--- src/rtl/sig_gen.sv ---
// Square-wave stimulus generator with programmable high/low phase lengths and burst count.
// Optional macro SIG_GEN_STOP_ALIGN_EN: stop while busy completes the current period before idling.
module sig_gen #(
   parameter logic [31:0] DEFAULT_HIGH_CNT = 32'd99,
   parameter logic [31:0] DEFAULT_LOW_CNT  = 32'd99
) (
   input  logic        sys_clk,
   input  logic        rst_n,
   input  logic        cfg_valid,
   output logic        cfg_ready,
   input  logic [31:0] cfg_high_cnt,
   input  logic [31:0] cfg_low_cnt,
   input  logic [31:0] cfg_pulse_num,
   input  logic        start,
   input  logic        stop,
   output logic        sig_out,
   output logic        busy,
   output logic        done,
   output logic [31:0] pulse_cnt
);

   typedef enum logic [1:0] {ST_IDLE = 2'd0, ST_HIGH = 2'd1, ST_LOW = 2'd2} state_t;

   state_t      state_q, state_d;
   logic [31:0] phase_cnt_q, phase_cnt_d;
   logic [31:0] pulse_cnt_q, pulse_cnt_d;
   logic [31:0] high_cnt_q, high_cnt_d;
   logic [31:0] low_cnt_q, low_cnt_d;
   logic [31:0] pulse_num_q, pulse_num_d;
   logic        sig_out_q, sig_out_d;
   logic        busy_q, busy_d;
   logic        done_q, done_d;
   logic        cfg_ready_q, cfg_ready_d;
   logic        phase_end_s, burst_end_s, abort_s, align_stop_s;

`ifdef SIG_GEN_STOP_ALIGN_EN
   logic stop_pend_q, stop_pend_d;

   assign abort_s      = 1'b0;
   assign align_stop_s = stop_pend_q | stop;

   // Pending stop survives until the period closes; start+stop in IDLE never arms it.
   always_comb begin
      stop_pend_d = stop_pend_q;
      if (state_d == ST_IDLE) begin
         stop_pend_d = 1'b0;
      end else if (stop && (state_q != ST_IDLE)) begin
         stop_pend_d = 1'b1;
      end else begin
         stop_pend_d = stop_pend_q;
      end
   end

   always_ff @(posedge sys_clk or negedge rst_n) begin
      if (!rst_n) begin
         stop_pend_q <= 1'b0;
      end else begin
         stop_pend_q <= stop_pend_d;
      end
   end
`else
   assign abort_s      = stop;
   assign align_stop_s = 1'b0;
`endif

   assign phase_end_s = (state_q == ST_HIGH) ? (phase_cnt_q == high_cnt_q)
                                             : (phase_cnt_q == low_cnt_q);
   assign burst_end_s = (pulse_num_q != 32'd0) && (pulse_cnt_q == pulse_num_q);

   // State and datapath registers.
   always_ff @(posedge sys_clk or negedge rst_n) begin
      if (!rst_n) begin
         state_q     <= ST_IDLE;
         phase_cnt_q <= 32'd0;
         pulse_cnt_q <= 32'd0;
         high_cnt_q  <= DEFAULT_HIGH_CNT;
         low_cnt_q   <= DEFAULT_LOW_CNT;
         pulse_num_q <= 32'd0;
         sig_out_q   <= 1'b0;
         busy_q      <= 1'b0;
         done_q      <= 1'b0;
         cfg_ready_q <= 1'b1;
      end else begin
         state_q     <= state_d;
         phase_cnt_q <= phase_cnt_d;
         pulse_cnt_q <= pulse_cnt_d;
         high_cnt_q  <= high_cnt_d;
         low_cnt_q   <= low_cnt_d;
         pulse_num_q <= pulse_num_d;
         sig_out_q   <= sig_out_d;
         busy_q      <= busy_d;
         done_q      <= done_d;
         cfg_ready_q <= cfg_ready_d;
      end
   end

   // Next-state logic.
   always_comb begin
      state_d = state_q;
      case (state_q)
         ST_IDLE: begin
            if (start && !stop) state_d = ST_HIGH;
            else                state_d = ST_IDLE;
         end
         ST_HIGH: begin
            if (abort_s)          state_d = ST_IDLE;
            else if (phase_end_s) state_d = ST_LOW;
            else                  state_d = ST_HIGH;
         end
         ST_LOW: begin
            if (abort_s)                                  state_d = ST_IDLE;
            else if (phase_end_s && (burst_end_s || align_stop_s)) state_d = ST_IDLE;
            else if (phase_end_s)                         state_d = ST_HIGH;
            else                                          state_d = ST_LOW;
         end
         default: state_d = ST_IDLE;
      endcase
   end

   // Outputs, counters and configuration capture, all registered from the next state.
   always_comb begin
      sig_out_d   = (state_d == ST_HIGH);
      busy_d      = (state_d != ST_IDLE);
      cfg_ready_d = (state_d == ST_IDLE);
      done_d      = (state_q == ST_LOW) && phase_end_s && burst_end_s && !abort_s && !align_stop_s;

      if ((state_d == ST_IDLE) || (state_d != state_q)) begin
         phase_cnt_d = 32'd0;
      end else begin
         phase_cnt_d = phase_cnt_q + 32'd1;
      end

      if ((state_q == ST_IDLE) && (state_d == ST_HIGH)) begin
         pulse_cnt_d = 32'd1;
      end else if ((state_q == ST_LOW) && (state_d == ST_HIGH) && (pulse_cnt_q != 32'hFFFF_FFFF)) begin
         pulse_cnt_d = pulse_cnt_q + 32'd1;
      end else begin
         pulse_cnt_d = pulse_cnt_q;
      end

      if (cfg_valid && cfg_ready_q) begin
         high_cnt_d  = cfg_high_cnt;
         low_cnt_d   = cfg_low_cnt;
         pulse_num_d = cfg_pulse_num;
      end else begin
         high_cnt_d  = high_cnt_q;
         low_cnt_d   = low_cnt_q;
         pulse_num_d = pulse_num_q;
      end
   end

   assign sig_out   = sig_out_q;
   assign busy      = busy_q;
   assign done      = done_q;
   assign cfg_ready = cfg_ready_q;
   assign pulse_cnt = pulse_cnt_q;

endmodule

--- config.mk ---
export PLATFORM = sky130hd
export DESIGN_NAME = sig_gen
export DESIGN_NICKNAME = d
export VERILOG_FILES = /design/src/rtl/sig_gen.sv
export SDC_FILE = /design/constraint.sdc
export NUM_CORES = 1
export LEC_CHECK = 0
export ABC_AREA = 1
export CORE_ASPECT_RATIO = 2
export CORE_MARGIN = 2
export CORE_UTILIZATION = 55
export DETAILED_ROUTE_END_ITERATION = 8
export MAX_ROUTING_LAYER = met4
export PLACE_DENSITY = 0.89
export REMOVE_ABC_BUFFERS = 1
export SYNTH_ARGS = -nofsm -noshare
export SYNTH_HDL_FRONTEND = slang
export SYNTH_SLANG_ARGS = --single-unit
export TNS_END_PERCENT = 20
--- constraint.sdc ---
create_clock -name sys_clk -period 2.5 [get_ports sys_clk]
set_input_delay 0.5 -clock sys_clk [delete_from_list [all_inputs] [get_ports sys_clk]]
set_output_delay 0.5 -clock sys_clk [all_outputs]
set_load 0.005 [all_outputs]
* Word level (Yosys, flattened, before mapping)
Cells that the tools add are included.
** Word-level totals
- Bits in registers :: 166
- Logic and storage cells :: 48
** Operators by class
- $add $sub $neg :: 2
- Eq/ne operators :: 8
- Muxes and demuxes :: 11
- Reductions and logical operators :: 17
** Operators by type and width (count)
- equality test 32 bit :: 3
- two-way mux 32 bit :: 3
- adder 32 x 1 -> 32 bit, second input constant :: 2
- inequality test 32 bit, second input constant :: 1
- nonzero test 32 bit :: 1
- logical AND 1 bit :: 10
- two-way mux 2 bit :: 5
- case mux 2 bit (3 select lines) :: 1
- equality test 2 x 1 -> 1 bit, second input constant :: 2
- logical NOT 2 bit :: 2
- nonzero test 2 bit :: 2
- equality test 2 bit, second input constant :: 1
- two-way mux 1 bit :: 2
- inequality test 2 bit :: 1
- logical NOT 1 bit :: 1
- logical OR 1 bit :: 1

* Longest topological paths before layout
- Depth after elaboration :: 11
- Mapped depth :: 20
- Depth with buffers taken out :: 19

* Worst setup path before layout
No wires, ideal clock.
- Path kind :: reg2reg
- Start point :: reg pulse_cnt_q[0] (netlist: pulse_cnt[0])
- End point :: reg pulse_cnt_q[7] (netlist: pulse_cnt[7])
- Library setup time :: 0.126 ns
- Arrival :: 2.217 ns
- Data required time :: 2.374 ns
- Path slack :: 0.157 ns
- Cell stages (with the launch flop) :: 16
- Path buffers :: 1
- Period minus slack after synthesis :: 2.343 ns
- Cell sequence :: dfrtp_1 -> ha_1 -> nand3_1 -> nor3_2 -> nand2_1 -> nor2_1 -> nand2_1 -> nor2_2 -> nand4_1 -> nor2_1 -> nand2_1 -> nand2_1 -> nand2_1 -> nand2_2 -> buf_2 -> o21ai_0
** On the way
- Longest elaborated chain between the ends :: 10
- Elaborated cells on any way between the ends :: 15
- Those cells by class :: 1 x add/sub; 3 x eq/ne; 5 x mux; 6 x reduce/logical
** Ends and longest elaborated chain
- start, declared :: RTL line 26 : logic [31:0] pulse_cnt_q, pulse_cnt_d;
- start signal, assigned :: RTL line 86 : pulse_cnt_q <= pulse_cnt_d;
- equality test 32 bit :: RTL line 68 : assign burst_end_s = (pulse_num_q != 32'd0) && (pulse_cnt_q == pulse_num_q);
- logical AND 1 bit :: RTL line 68
- logical AND 1 bit :: RTL line 112 : else if (phase_end_s && (burst_end_s || align_stop_s)) state_d = ST_IDLE;
- two-way mux 2 bit :: RTL line 112
- two-way mux 2 bit :: RTL line 111 : if (abort_s) state_d = ST_IDLE;
- case mux 2 bit (3 select lines) :: RTL line 100 : case (state_q)
- equality test 2 x 1 -> 1 bit :: RTL line 133, 135
- logical AND 1 bit (2 in series) :: RTL line 135 : end else if ((state_q == ST_LOW) && (state_d == ST_HIGH) && (pulse_cnt_q != 32'hFFFF_FFFF)) begin
- nonzero test 2 bit (no line)
Several ways; a longest one is shown, not always the timed one. The select of a mux whose other input is x is not followed.
A chain may end at the register's enable or synchronous reset.

* Worst setup path after layout
- Start point :: reg state_q[1]
- End point :: reg phase_cnt_q[16]
** On the way
- Longest elaborated chain between the ends :: 9
- Elaborated cells on any way between the ends :: 15
- Those cells by class :: 3 x eq/ne; 8 x mux; 4 x reduce/logical
** Ends and longest elaborated chain
- start, declared :: RTL line 24 : state_t state_q, state_d;
- start signal, assigned :: RTL line 84 : state_q <= state_d;
- equality test 2 x 1 -> 1 bit :: RTL line 66, 100
- two-way mux 1 bit :: RTL line 66 : assign phase_end_s = (state_q == ST_HIGH) ? (phase_cnt_q == high_cnt_q)
- two-way mux 2 bit / logical AND 1 bit (equally long branches) :: RTL line 113, 112
- two-way mux 2 bit :: RTL line 112
- two-way mux 2 bit :: RTL line 111
- case mux 2 bit (3 select lines) (*) :: RTL line 100
- named net state_d[0] :: RTL line 24
- inequality test 2 bit / logical NOT 2 bit (equally long branches) :: RTL line 127 : if ((state_d == ST_IDLE) || (state_d != state_q)) begin
- logical OR 1 bit (*) :: RTL line 127
- two-way mux 32 bit (*) :: RTL line 127
- named net phase_cnt_d[16] :: RTL line 25 : logic [31:0] phase_cnt_q, phase_cnt_d;
- end signal, assigned :: RTL line 85 : phase_cnt_q <= phase_cnt_d;
- end, declared :: RTL line 25
Mark *: on every way through the listed nets, which the timed path passes. The rest lies on a longest branch.

==> results.md <==
Power:
- Of the total power, registers draw 0.434.
- Cell internal power was estimated by the tool at 5.11 mW.
- For this design the static power due to leakage is 5.38 nW.
- The part of the power in the clock network is 0.361.
- Of the total power, the share spent switching nets is 0.296.
- For this design the ratio of total power to cell area is 586 nW/um^2.
- The combinational group share of total power is 0.205.
- For this design the total switching power over the nets is 2.15 mW.
- The worst voltage drop across the vdd grid is 477 uV.
- The overall power is 7.26 mW.

Drt:
- The final route contains 8903 vias.
- Dividing the detail-routed wire length by the instance count gives 18.7 um.
- After detailed routing, the number of remaining DRC violations is 0.
- The number of nets still failing antenna checks after routing is 0.
- For this block, the initial DRC count from the detailed router was 1005.
- After detailed routing, the number of vias per cell comes to 5.77.
- The count of TritonRoute iterations in the first routing pass is 8.
- Summed over all layers, the routed wires come to 28.8 mm.

Worst setup path:
- The critical path launch point type is a flop.
- The critical path is of the flop to flop type.
- The longest individual stage delay on the worst path is 0.46 ns.
- The slowest cell on the critical path is sky130_fd_sc_hd__dfrtp_2.
- The signal on the critical path passes through buf_6 -> nor2_4 -> buf_8 -> nand2_2 -> nand2_1 -> nand2_1 -> nand2_1 -> nand2_1 -> nor2_2 -> nand2_2 -> nor2_4 -> nand3_2 -> nand2_4 -> nand2_8 -> nand2_2 -> nand2_4 -> inv_4 -> nand2_8 -> buf_12 -> nor2_2.
- Along the worst path, the maximum fanout reaches 8.
- At the worst endpoint, the arrival time is 3.01 ns.
- The type of element capturing the critical path is a flop.
- The critical path data required time is 2.86 ns.
- The most used cell along the critical path is sky130_fd_sc_hd__nand2_1.

STA:
- The max-slew violation count was 0.
- The post-layout worst setup margin is -0.142 ns.
- The final hold violation count is 0.
- The clock skew after layout is 0.00968 ns.
- Derived from the worst setup path, the maximum achievable clock frequency is 0.379 GHz.
- The transition time of the tightest slew-check pin is 0.558 ns.
- The worst relative slew slack is 0.627.
- Of the available clock period, the critical path in the final layout requires 1.06.
- Setup repair after global routing could not meet its margin everywhere.
- Setup violations remaining at the end of the flow were counted as 63.
- Counting I/O delays and the setup requirement, the final critical path takes 2.64 ns.

Synth:
- The synthesized netlist contains 37 unique library cells.
- The number of cells produced by synthesis is 1135.
- For this run, the number of Yosys warnings is 0.
- The count of flip-flops with a built-in enable after synthesis is 0.
- Counting flops with an async set or reset pin after synthesis yields a share of 1.00.
- The share of the Yosys chip area taken by registers is 0.452.
- The post-synthesis sequential element count is 166.
- The most used flip-flop cell after synthesis is sky130_fd_sc_hd__dfrtp_1.
- The mapped netlist covers 9220 sq um.
- Dividing the synthesized area by the synthesized cell count gives 8.13 sq um.

Placement:
- Summing all placed instances gives a cell area of 11000 sq um.
- After legalization and detailed placement, the total HPWL measured 17.9 mm.
- The placer's final routability congestion estimate is 0.970.
- The number of port buffers is 136.

Clock network:
- In this run, CTS created clock tree buffers numbering 17.
- CTS built an H-tree with a depth of 4.
- Counting along the longest clock path gives a buffer depth of 2.
- The clock slew seen by the registers of the worst setup and hold paths is 0.07 ns.
- The CTS tree is done.
- The buffer type at the clock tree root is sky130_fd_sc_hd__clkbuf_16.
- CTS saw 166 sinks.
- The later-pin clock latency in the skew report is 0.44 ns.

Layout:
- The antenna diode instance count is 0.
- Summing all non-filler instances in the final layout gives an area of 12400 sq um.
- The net count reported at finish is 1425.
- The area growth from synthesis to final layout is 34.3%.
- Of the cells placed in the final design, the portion with a size suffix greater than 1 is 0.204.

Global route:
- Entering global routing, the biggest net connects 78 pins.
- The initial antenna violation count came to 0.
- The number of global-route vias before repair was 8677.
- The global-route congestion overflow total is 0.
- The first global-routing pass estimated 42.8 mm of wire.
- Across every metal layer, demand over resource in global routing totals 0.316.

Floorplanning:
- The chip height is 187 um.
- During I/O placement, the number of pins put on the boundary was 137.
- The core box area is 16600 sq um.
- The row count is 67.
- The overall die width is 95.6 um.
- The starting density of the core is 0.556.
- The die covers 17900 sq um.

Flow run:
- The number of violations of the max-capacitance limit is 0.

Outcome:
- The run finished, with violations left.
- The final reports fail on setup timing.

Worst hold path:
- The tightest min-delay check is of the flop to flop type.
[cell usage after synthesis, drive strengths merged (8+ instances only)]
cell / n / area, sq um
a21oi: 28 / 140
buf: 24 / 159
clkbuf: 13 / 50.0
dfrtp: 157 / 3930
dfstp: 9 / 236
inv: 113 / 424
mux2: 70 / 788
nand2: 319 / 1220
nand3: 97 / 485
nand3b: 8 / 60.1
nand4: 20 / 131
nor2: 123 / 552
nor3: 32 / 165
nor4: 10 / 62.6
o21ai: 38 / 190
xnor2: 25 / 219
xor2: 34 / 298
[critical path: cells and delay by family (launching register included)]
family | cells | cell delay [ns]
buf+inv | 4 | 0.53
simple gates | 16 | 1.55
flops | 1 | 0.46
[final cells by class]
type | instances | area [sq um]
inverters | 113 | 434
multi-input cells | 822 | 4730
clock inverters | 14 | 139
well taps | 207 | 259
repair buffers | 202 | 2210
flip-flops and latches | 166 | 4170
clock buffers | 18 | 439
fillers | 1143 | 4210
[per-stage QoR]
step	util	hold WS, ns	setup WS (ns)	TNS [ns]	instances
CTS	0.722	0.508	-0.0226	-0.180	1530
floorplan	-	0.204	-0.858	-103.63	1098
global placement	0.664	0.445	-0.0432	-0.727	1479
detailed placement	0.664	0.449	-0.189	-5.85	1479
global route	0.746	0.525	-0.239	-11.85	1542
finish	0.746	0.506	-0.142	-5.34	1542
[flip-flops by register name, indices dropped and copies added, names as in the netlist]
register	cells
phase_cnt_q	32
low_cnt_q	32
high_cnt_q	32
busy	1
sig_out	1
state_q	2
done	1
cfg_ready	1
pulse_num_q	32
pulse_cnt	32
[cells by family after synthesis]
group                      count (synthesis)  share of synthesized area
AOI/OAI and AO/OA                         69                     0.0383
xor gates and xnor gates                  59                     0.0560
adders and majority gates                  2                    0.00271
buffers and inverters                    150                     0.0686
DFF                                      166                      0.452
muxes                                     70                     0.0855
and+or+nand+nor                          619                      0.297
[placed cells by master (no fill, tap or decap), drive strengths merged, types with 28 or more instances in the layout]
cell type	synthesis	layout
xor2	34	34
mux2	70	70
nor2	123	123
a21oi	28	28
dfrtp	157	157
nand3	97	97
nor3	32	32
clkdlybuf4s50	0	135
o21ai	38	38
nand2	319	322
inv	113	120
buf	24	59
[power by group through the flow]
stage / clock [mW] / sequential, mW / combinational [mW]
after floorplan: 0 / 3.15 / 0.718
after global routing: 2.74 / 3.17 / 1.62
final: 2.62 / 3.15 / 1.49
after detailed placement: 0 / 3.17 / 1.28
after global placement: 0 / 3.16 / 1.24
after CTS: 2.63 / 3.13 / 1.36
[layer usage]
layer / global-route usage / vias up / part of all wire
met5: - / - / 0
met4: 0.140 / 0 / 0.048
li1: - / 4038 / -
met3: 0.0488 / 148 / 0.084
met2: 0.489 / 560 / 0.48
met1: 0.407 / 4157 / 0.38
[path summary, 6_finish.rpt]
kind                                    start               to  slack, ns  cells after the start
worst max-delay path               state_q[1]  phase_cnt_q[16]      -0.14                     20
worst min-delay path            low_cnt_q[13]    low_cnt_q[13]       0.51                      1
worst max register to register     state_q[1]  phase_cnt_q[16]      -0.14                     20
worst min register to register  low_cnt_q[13]    low_cnt_q[13]       0.51                      1
max in group asynchronous               rst_n     low_cnt_q[5]       1.17                      3
min in group asynchronous               rst_n  pulse_num_q[24]       0.55                      2
[repair_timing]
| action | in CTS | in global routing |
|---|---|---|
| resized for setup | 41 | 60 |
| gates cloned | 6 | 8 |
| hold buffers | 1 | 0 |
| endpoints found under the setup margin | 64 | 64 |
| pin swaps | 17 | 20 |
| endpoints found under the hold margin | 12 | 0 |
| buffers inserted | 12 | 4 |
Power figures use the tool's default switching activity.
